--- config.mk ---
export PLATFORM = sky130hd
export DESIGN_NAME = mem_access_unit_flat
export DESIGN_NICKNAME = d
export VERILOG_FILES = /design/src/rtl/mem_access_unit_pkg.sv /design/src/rtl/mem_access_unit_if.sv /design/src/rtl/mem_access_unit_load_align.sv /design/src/rtl/mem_access_unit.sv /design/src/flat_wrapper.sv
export SDC_FILE = /design/constraint.sdc
export NUM_CORES = 1
export LEC_CHECK = 0
export BUFFER_PORTS_ARGS = -buffer_cell sky130_fd_sc_hd__buf_2
export CAP_MARGIN = 10
export CORE_AREA = 3 3 141 143
export DETAILED_ROUTE_END_ITERATION = 12
export DIE_AREA = 0 0 144 146
export PLACE_DENSITY_LB_ADDON = 0.25
export SYNTH_ARGS = -nofsm -noshare
export SYNTH_HDL_FRONTEND = slang
export SYNTH_SLANG_ARGS = --single-unit
--- constraint.sdc ---
create_clock -name clk -period 2 [get_ports clk]
set_input_delay 0.2 -clock clk [delete_from_list [all_inputs] [get_ports clk]]
set_output_delay 0.2 -clock clk [all_outputs]
set_load 0.005 [all_outputs]
--- src/rtl/mem_access_unit_pkg.sv ---
// mips_mem_pkg: definitions shared by the memory-stage access engine and the
// load-alignment block (which the cache fill path will also use).
//   MEM_BYTE / MEM_HALF / MEM_WORD : MemSizeM encodings (2'b11 also means word)
//   memState_t                     : access FSM states
//   DEFAULT_TIMEOUT                : REQ cycles without ready before abort
//   isMisaligned()                 : alignment rule for a given size
package mips_mem_pkg;

    localparam logic [1:0] MEM_BYTE = 2'b00;
    localparam logic [1:0] MEM_HALF = 2'b01;
    localparam logic [1:0] MEM_WORD = 2'b10;

    localparam int DEFAULT_TIMEOUT = 16;

    typedef enum logic [1:0] {
        IDLE = 2'b00,
        REQ  = 2'b01,
        DONE = 2'b10
    } memState_t;

    // Halves need addr[0]=0; words need addr[1:0]=0. Size 2'b11 is a word.
    function automatic logic isMisaligned(input logic [1:0] addrLo, input logic [1:0] size);
        logic result;
        result = 1'b0;
        if (size == MEM_HALF) begin
            result = addrLo[0];
        end else if (size[1]) begin
            result = (addrLo != 2'b00);
        end
        return result;
    endfunction

endpackage

--- src/rtl/mem_access_unit_if.sv ---
// mem_access_unit_if: data-memory request/ready bus.
//   master modport: the access engine (drives request, address, data, strobes)
//   slave modport : the data memory (returns read data and completion)
//   DmemReq   : bus request, held until completion or abort
//   DmemWe    : write strobe
//   DmemAddr  : word-aligned byte address
//   DmemWdata : lane-replicated store data
//   DmemBe    : little-endian byte enables
//   DmemRdata : read data, valid together with DmemReady
//   DmemReady : completion, only meaningful while DmemReq is high
interface mem_access_unit_if;

    logic        DmemReq;
    logic        DmemWe;
    logic [31:0] DmemAddr;
    logic [31:0] DmemWdata;
    logic [3:0]  DmemBe;
    logic [31:0] DmemRdata;
    logic        DmemReady;

    modport master (
        output DmemReq, DmemWe, DmemAddr, DmemWdata, DmemBe,
        input  DmemRdata, DmemReady
    );

    modport slave (
        input  DmemReq, DmemWe, DmemAddr, DmemWdata, DmemBe,
        output DmemRdata, DmemReady
    );

endinterface

--- src/rtl/mem_access_unit_load_align.sv ---
// mem_load_align: purely combinational load formatter.
//   rdata      : raw 32-bit word from memory
//   addrLo     : byte offset within the word
//   size       : MEM_BYTE / MEM_HALF / word
//   isUnsigned : 1 = zero-extend, 0 = sign-extend
//   result     : selected lane, extended to 32 bits (words pass through)
module mem_load_align
    import mips_mem_pkg::*;
(
    input  logic [31:0] rdata,
    input  logic [1:0]  addrLo,
    input  logic [1:0]  size,
    input  logic        isUnsigned,
    output logic [31:0] result
);

    logic [7:0]  byteLane;
    logic [15:0] halfLane;

    always_comb begin
        unique case (addrLo)
            2'b00:   byteLane = rdata[7:0];
            2'b01:   byteLane = rdata[15:8];
            2'b10:   byteLane = rdata[23:16];
            default: byteLane = rdata[31:24];
        endcase
        halfLane = addrLo[1] ? rdata[31:16] : rdata[15:0];
    end

    always_comb begin
        result = rdata;
        if (size == MEM_BYTE) begin
            result = {{24{byteLane[7] & ~isUnsigned}}, byteLane};
        end else if (size == MEM_HALF) begin
            result = {{16{halfLane[15] & ~isUnsigned}}, halfLane};
        end
    end

endmodule

--- src/rtl/mem_access_unit.sv ---
// mem_access_unit: memory-stage data-access engine. Turns EX/MEM load/store
// controls into one request/ready bus transaction, steers store lanes,
// formats load data and stalls the pipeline until the result is ready.
//   clk, reset      : pipeline clock, async active-low reset
//   ALUOutM         : effective byte address
//   WriteDataM      : store data (low bits)
//   MemWriteM       : store request (wins if MemToRegM is also set)
//   MemToRegM       : load request
//   MemSizeM        : byte / half / word
//   MemUnsignedM    : zero-extend loads when 1
//   dmem            : data-memory bus (master side)
//   ReadDataM       : formatted load result, held through DONE
//   StallM          : hold IF..MEM while the access is in flight
//   MisalignM       : misaligned access seen in IDLE (no bus activity)
//   BusErrM         : access aborted after TIMEOUT REQ cycles
//
// state | meaning
// IDLE  | waiting for an aligned access; latches bus fields on accept
// REQ   | DmemReq high, waiting for DmemReady or timeout
// DONE  | result/error visible, stall released so the pipeline advances
module mem_access_unit
    import mips_mem_pkg::*;
#(
    parameter int TIMEOUT = DEFAULT_TIMEOUT,
    parameter int CNT_W   = 5
) (
    input  logic                clk,
    input  logic                reset,
    input  logic [31:0]         ALUOutM,
    input  logic [31:0]         WriteDataM,
    input  logic                MemWriteM,
    input  logic                MemToRegM,
    input  logic [1:0]          MemSizeM,
    input  logic                MemUnsignedM,
    mem_access_unit_if.master   dmem,
    output logic [31:0]         ReadDataM,
    output logic                StallM,
    output logic                MisalignM,
    output logic                BusErrM
);

    memState_t          state;
    logic [CNT_W-1:0]   waitCnt;
    logic [1:0]         addrLoReg;
    logic [1:0]         sizeReg;
    logic               unsignedReg;

    logic               access;
    logic               misaligned;
    logic [3:0]         beNext;
    logic [31:0]        wdataNext;
    logic [31:0]        loadFmt;

    assign access     = MemWriteM | MemToRegM;
    assign misaligned = isMisaligned(ALUOutM[1:0], MemSizeM);

    // Gating with reset keeps both flags low while reset is held, even if
    // the pipeline is presenting an access.
    assign StallM    = reset & (((state == IDLE) & access & ~misaligned) | (state == REQ));
    assign MisalignM = reset & (state == IDLE) & access & misaligned;

    always_comb begin
        beNext    = 4'b1111;
        wdataNext = WriteDataM;
        if (MemSizeM == MEM_BYTE) begin
            beNext    = 4'b0001 << ALUOutM[1:0];
            wdataNext = {4{WriteDataM[7:0]}};
        end else if (MemSizeM == MEM_HALF) begin
            beNext    = ALUOutM[1] ? 4'b1100 : 4'b0011;
            wdataNext = {2{WriteDataM[15:0]}};
        end
    end

    // Lane selection uses the offset/size latched at accept, so the capture
    // does not depend on the pipeline holding EX/MEM steady.
    mem_load_align uLoadAlign (
        .rdata      (dmem.DmemRdata),
        .addrLo     (addrLoReg),
        .size       (sizeReg),
        .isUnsigned (unsignedReg),
        .result     (loadFmt)
    );

    always_ff @(posedge clk or negedge reset) begin
        if (!reset) begin
            state          <= IDLE;
            waitCnt        <= '0;
            addrLoReg      <= 2'b00;
            sizeReg        <= 2'b00;
            unsignedReg    <= 1'b0;
            dmem.DmemReq   <= 1'b0;
            dmem.DmemWe    <= 1'b0;
            dmem.DmemAddr  <= 32'h0;
            dmem.DmemWdata <= 32'h0;
            dmem.DmemBe    <= 4'b0000;
            ReadDataM      <= 32'h0;
            BusErrM        <= 1'b0;
        end else begin
            unique case (state)
                IDLE: begin
                    if (access && misaligned) begin
                        ReadDataM <= 32'h0;
                    end else if (access) begin
                        dmem.DmemReq   <= 1'b1;
                        dmem.DmemWe    <= MemWriteM;
                        dmem.DmemAddr  <= {ALUOutM[31:2], 2'b00};
                        dmem.DmemBe    <= beNext;
                        dmem.DmemWdata <= wdataNext;
                        addrLoReg      <= ALUOutM[1:0];
                        sizeReg        <= MemSizeM;
                        unsignedReg    <= MemUnsignedM;
                        ReadDataM      <= 32'h0;
                        BusErrM        <= 1'b0;
                        waitCnt        <= '0;
                        state          <= REQ;
                    end
                end
                REQ: begin
                    if (dmem.DmemReady) begin
                        if (!dmem.DmemWe) begin
                            ReadDataM <= loadFmt;
                        end
                        dmem.DmemReq <= 1'b0;
                        state        <= DONE;
                    end else if (waitCnt == CNT_W'(TIMEOUT - 1)) begin
                        BusErrM      <= 1'b1;
                        ReadDataM    <= 32'h0;
                        dmem.DmemReq <= 1'b0;
                        state        <= DONE;
                    end else begin
                        waitCnt <= waitCnt + CNT_W'(1);
                    end
                end
                DONE: begin
                    state <= IDLE;
                end
                default: begin
                    state <= IDLE;
                end
            endcase
        end
    end

endmodule

--- src/flat_wrapper.sv ---
// flat-port wrapper written by rule: the top's interface ports become plain ports
module mem_access_unit_flat import mips_mem_pkg::*;
#(
    parameter int TIMEOUT = DEFAULT_TIMEOUT,
    parameter int CNT_W   = 5
)
  (clk, reset, ALUOutM, WriteDataM, MemWriteM, MemToRegM, MemSizeM, MemUnsignedM, ReadDataM, StallM, MisalignM, BusErrM, dmem_DmemReq, dmem_DmemWe, dmem_DmemAddr, dmem_DmemWdata, dmem_DmemBe, dmem_DmemRdata, dmem_DmemReady);
  mem_access_unit_if dmem_i ();
  input  logic clk;
  input  logic reset;
  input  logic [31:0] ALUOutM;
  input  logic [31:0] WriteDataM;
  input  logic MemWriteM;
  input  logic MemToRegM;
  input  logic [1:0] MemSizeM;
  input  logic MemUnsignedM;
  output logic [31:0] ReadDataM;
  output logic StallM;
  output logic MisalignM;
  output logic BusErrM;
  output wire logic [$bits(dmem_i.DmemReq)-1:0] dmem_DmemReq;
  output wire logic [$bits(dmem_i.DmemWe)-1:0] dmem_DmemWe;
  output wire logic [$bits(dmem_i.DmemAddr)-1:0] dmem_DmemAddr;
  output wire logic [$bits(dmem_i.DmemWdata)-1:0] dmem_DmemWdata;
  output wire logic [$bits(dmem_i.DmemBe)-1:0] dmem_DmemBe;
  input wire logic [$bits(dmem_i.DmemRdata)-1:0] dmem_DmemRdata;
  input wire logic [$bits(dmem_i.DmemReady)-1:0] dmem_DmemReady;
  assign dmem_DmemReq = dmem_i.DmemReq;
  assign dmem_DmemWe = dmem_i.DmemWe;
  assign dmem_DmemAddr = dmem_i.DmemAddr;
  assign dmem_DmemWdata = dmem_i.DmemWdata;
  assign dmem_DmemBe = dmem_i.DmemBe;
  assign dmem_i.DmemRdata = dmem_DmemRdata;
  assign dmem_i.DmemReady = dmem_DmemReady;
  mem_access_unit #(.TIMEOUT(TIMEOUT), .CNT_W(CNT_W)) u_core (.clk(clk), .reset(reset), .ALUOutM(ALUOutM), .WriteDataM(WriteDataM), .MemWriteM(MemWriteM), .MemToRegM(MemToRegM), .MemSizeM(MemSizeM), .MemUnsignedM(MemUnsignedM), .dmem(dmem_i), .ReadDataM(ReadDataM), .StallM(StallM), .MisalignM(MisalignM), .BusErrM(BusErrM));
endmodule
==> results.md <==
- Worst Clk Skew: 17.71 ps
- Sequential power share: 0.360
- Cell area after synthesis: 0.005555 mm2
- Busiest grt layer: met2
- Share of layout cells above drive strength 1: 0.4658
- Grt met1 use: 0.2018
- Post-synthesis sequential area ratio: 0.5090
- Worst-path clk slew: 60 ps
- #FFs+latches synth: 113
- Worst r2r src: u_core.waitCnt[1]$_DFFE_PN0P_
- Cell Pwr Density: 1369 mW/mm2
- Outcome: finished, final reports clean
- Crit Path Class: reg -> reg
- M3 GR Usage: 0.05422
- Synth Area per Inst: 11.29 um2
- Top_reg_cell synth: dfrtp_1
- Port bufs: ~210
- Die footprint: 0.02102 mm2
- Bufs on Longest Clock Path: 2
- CP delay by family, top: simple AND/OR/NAND/NOR gates
- Switching share of total power: 0.3364
- WP data arrival: 2260 ps
- Hold-critical path depth: 2
- YS warnings: 0
- Post-Place Worst Slack: -31.65 ps
- Pre-Repair DR Iteration Count: 4
- Vias/cell: 4.861
- Vias in the first global route: about 4,900
- Top cells by count, synth: 113 x dfrtp_1, 60 x nand2_1, 41 x mux2_4
- Initial antenna violation count: 1
- Worst path slowest cell: dfrtp_1
- Vias: 4,686
- Nets: 823
- Antenna cells: 0
- RD Place Congestion: 0.8354
- Crit path buffers/inverters: 2
- Post-synth top area share: 0.5090
- Comb power frac: 0.367
- Async S/R FF share, synth: 1.000
- Layout Utilization: 0.4080
- Die Span X: 144 um
- CP Launch Type: flop
- Cells after synthesis: ~490
- Largest area contributor in the netlist: dfrtp_1
- Tightest Pin Transition: 695.7 ps
- Area growth from synthesis to layout: 37.39%
- TritonCTS buffer count: 17
- H-Tree Depth: 4
- Gr ovfl total: 0
- First-pass GRT wire length: about 26 mm
- Pleak: 3.941 nW
- # IOs: about 210
- Num Clock Sinks: roughly 110
- Chip Height: 146 um
- Cells on worst reg2reg path: 9
- CP required: 2340 ps
- Final period utilization: 0.9610
- Clk pwr share: 0.273
- FP Rows: 50
- Largest net degree at the start of global routing: 55
- Largest family of logic cells by synthesized area: multiplexers
- Starting Density: 0.2970
- Worst-path cell chain: ha_2 -> and3_4 -> ha_4 -> or2_4 -> a32oi_4 -> buf_12 -> clkbuf_16 -> nand2_1 -> o21ai_1
- Root Buffer: clkbuf_16
- XOR/XNOR Fraction of Synth Area: 0.003153
- Iter 0 DRT Violations: 170
- Adder-Cell Fraction of Synth Area: 0.004505
- DP Wirelength: ~12 mm
- Crit. End Element: flop
- TritonCTS clock tree: built
- GR Util met2: 0.2474
- Mux contribution to synthesized area: 0.1941
- Setup slack, reg-to-reg: 80 ps
- Antenna-violating nets left: 0
- Hold Crit Class: in -> reg
- Post-route minimum period: 1922 ps
- Post-Route WL: 16.70 mm
- Number of synthesized flops with an enable pin: 0
- Top post-synthesis cells by area: dfrtp_1 51%, mux2_4 11%, mux2i_1 6.3%
- Synth Area in Compound Gates: 0.1302
- Hold_sp: ALUOutM[30]
- Peak VDD IR: 0.5747 mV
- Internal Pwr Total: ~7 mW
- Hold endpoint: u_core.dmem.DmemAddr[30]$_DFFE_PN0P_
- DRC: 0
- Switch Pwr: 3.516 mW
- GRT Util Overall: 0.1564
- Max Transition Viols Final: 0
- Simple-Gate Fraction of Synth Area: 0.1180
- Final WS setup: 77.96 ps
- CP max FO: 8
- Max-cap violations: 0
- Synth cell types: 54
- Reg-to-reg endpoint: u_core.ReadDataM[16]$_DFFE_PN0P_
- Fmax: 0.5203 GHz
- Setup tns final: 0 ps
- Core footprint: 0.01871 mm2
- Final setup viols: 0
- Clock Latency Late Sink: about 420 ps
- Drt wl/cell: 17.32 um
- CP peak stage delay: roughly 400 ps
- Dominant cell by count in the synthesized netlist: dfrtp_1
- Hold Violations, Final: 0
- Max-slew headroom: 0.5362
## power groups by stage
| stage | clock [mW] | combinational, mW | sequential [mW] |
|---|---|---|---|
| after detailed placement | 0 | 3.66 | 3.76 |
| final | 2.86 | 3.84 | 3.76 |
| after global routing | 3.06 | 4.22 | 3.89 |
| after global placement | 0 | 3.58 | 3.74 |
| after CTS | 2.94 | 3.68 | 3.76 |
| after floorplan | 0 | 2.06 | 3.75 |
## worst register-to-register path, delay by kind of cell, from the launching register on
family	cells	cell delay (ps)
and+or+nand+nor	3	480
AOI/OAI and AO/OA	2	320
buffers and inverters	2	310
DFF	1	400
adders and majority gates	2	350
## final cells by class
class / instances / area (um2)
Fill cell: 1805 / 11070
Sequential cell: 113 / 2828
Multi-Input combinational cell: 342 / 2565
Timing Repair Buffer: 237 / 1368
Clock buffer: 19 / 442.9
Tap cell: 234 / 292.8
Clock inverter: 13 / 113.9
Inverter: 6 / 22.52
## worst max path at each step
stage                                    start                          endpoint  slack, ps  cells past startpoint
5_1_grt          u_core.waitCnt[0]$_DFFE_PN0P_   u_core.ReadDataM[3]$_DFFE_PN0P_         -7                      9
3_3_place_gp     u_core.waitCnt[0]$_DFFE_PN0P_   u_core.ReadDataM[4]$_DFFE_PN0P_         70                      8
4_1_cts          u_core.waitCnt[0]$_DFFE_PN0P_   u_core.ReadDataM[4]$_DFFE_PN0P_         20                      8
6_report         u_core.waitCnt[1]$_DFFE_PN0P_  u_core.ReadDataM[16]$_DFFE_PN0P_         80                      9
3_5_place_dp   u_core.addrLoReg[1]$_DFFE_PN0P_  u_core.ReadDataM[29]$_DFFE_PN0P_        -30                      4
2_1_floorplan    u_core.waitCnt[0]$_DFFE_PN0P_  u_core.ReadDataM[17]$_DFFE_PN0P_         30                      8
## metrics by stage
| stage | power [mW] | cell area (um2) | std cells | hold WS (ps) |
|---|---|---|---|---|
| 6_report | 10.45 | 7632 | 964 | 26.82 |
| 5_1_grt | 11.17 | 7632 | 964 | 1.525 |
| 4_1_cts | 10.37 | 7485 | 956 | 1.029 |
| 3_5_place_dp | 7.417 | 6873 | 920 | 82.02 |
| 3_3_place_gp | 7.322 | 6873 | 920 | 77.07 |
| 2_1_floorplan | 5.813 | 5559 | 493 | -95.59 |
## routing by layer
| metal | wire length (um) | vias up | part of all wire |
|---|---|---|---|
| met5 | 13 | - | 0.00078 |
| met4 | 216 | 2 | 0.013 |
| met3 | 1494 | 22 | 0.089 |
| met2 | 7945 | 216 | 0.48 |
| met1 | 7031 | 2249 | 0.42 |
| li1 | - | 2197 | - |
## cell usage in the layout, fill, tap and decap left out, types with 3 or more instances in the layout
master,instances
buf_2,205
dfrtp_1,113
nand2_1,60
mux2_4,41
nor2_1,39
mux2i_1,35
o21ai_0,34
buf_4,20
clkbuf_16,19
a21oi_1,17
o21ai_2,10
o21ai_1,10
nand3_1,9
o221ai_1,8
mux2_2,8
a211o_1,7
a22oi_1,6
nand2b_1,6
inv_1,5
nor3_1,5
clkinvlp_4,5
dlygate4sd3_1,5
clkinv_2,4
buf_12,4
nor2_2,3
nor3b_1,3
## repair_timing
action / CTS / global route
gates cloned: 0 / 3
endpoints found under the hold margin: 16 / 1
setup buffers: 0 / 4
hold buffers: 4 / 1
endpoints found under the setup margin: 6 / 33
gates resized for setup: 3 / 6
pin swaps: 0 / 4
## registers in the layout (all words and copies together) (netlist names), 2 cells and up
name                   count
u_core.ReadDataM          32
u_core.addrLoReg           2
u_core.dmem.DmemAddr      30
u_core.dmem.DmemBe         4
u_core.dmem.DmemWdata     32
u_core.sizeReg             2
u_core.state               2
u_core.waitCnt             5
## kinds of logic after synthesis
| logic type | after synthesis |
|---|---|
| xor+xnor | 2 |
| simple gates | 142 |
| buf+inv | 38 |
| fa+ha+maj | 2 |
| other cells | 1 |
| flops | 113 |
| compound gates | 109 |
| mux | 85 |
(Power assumes the default switching activity.)
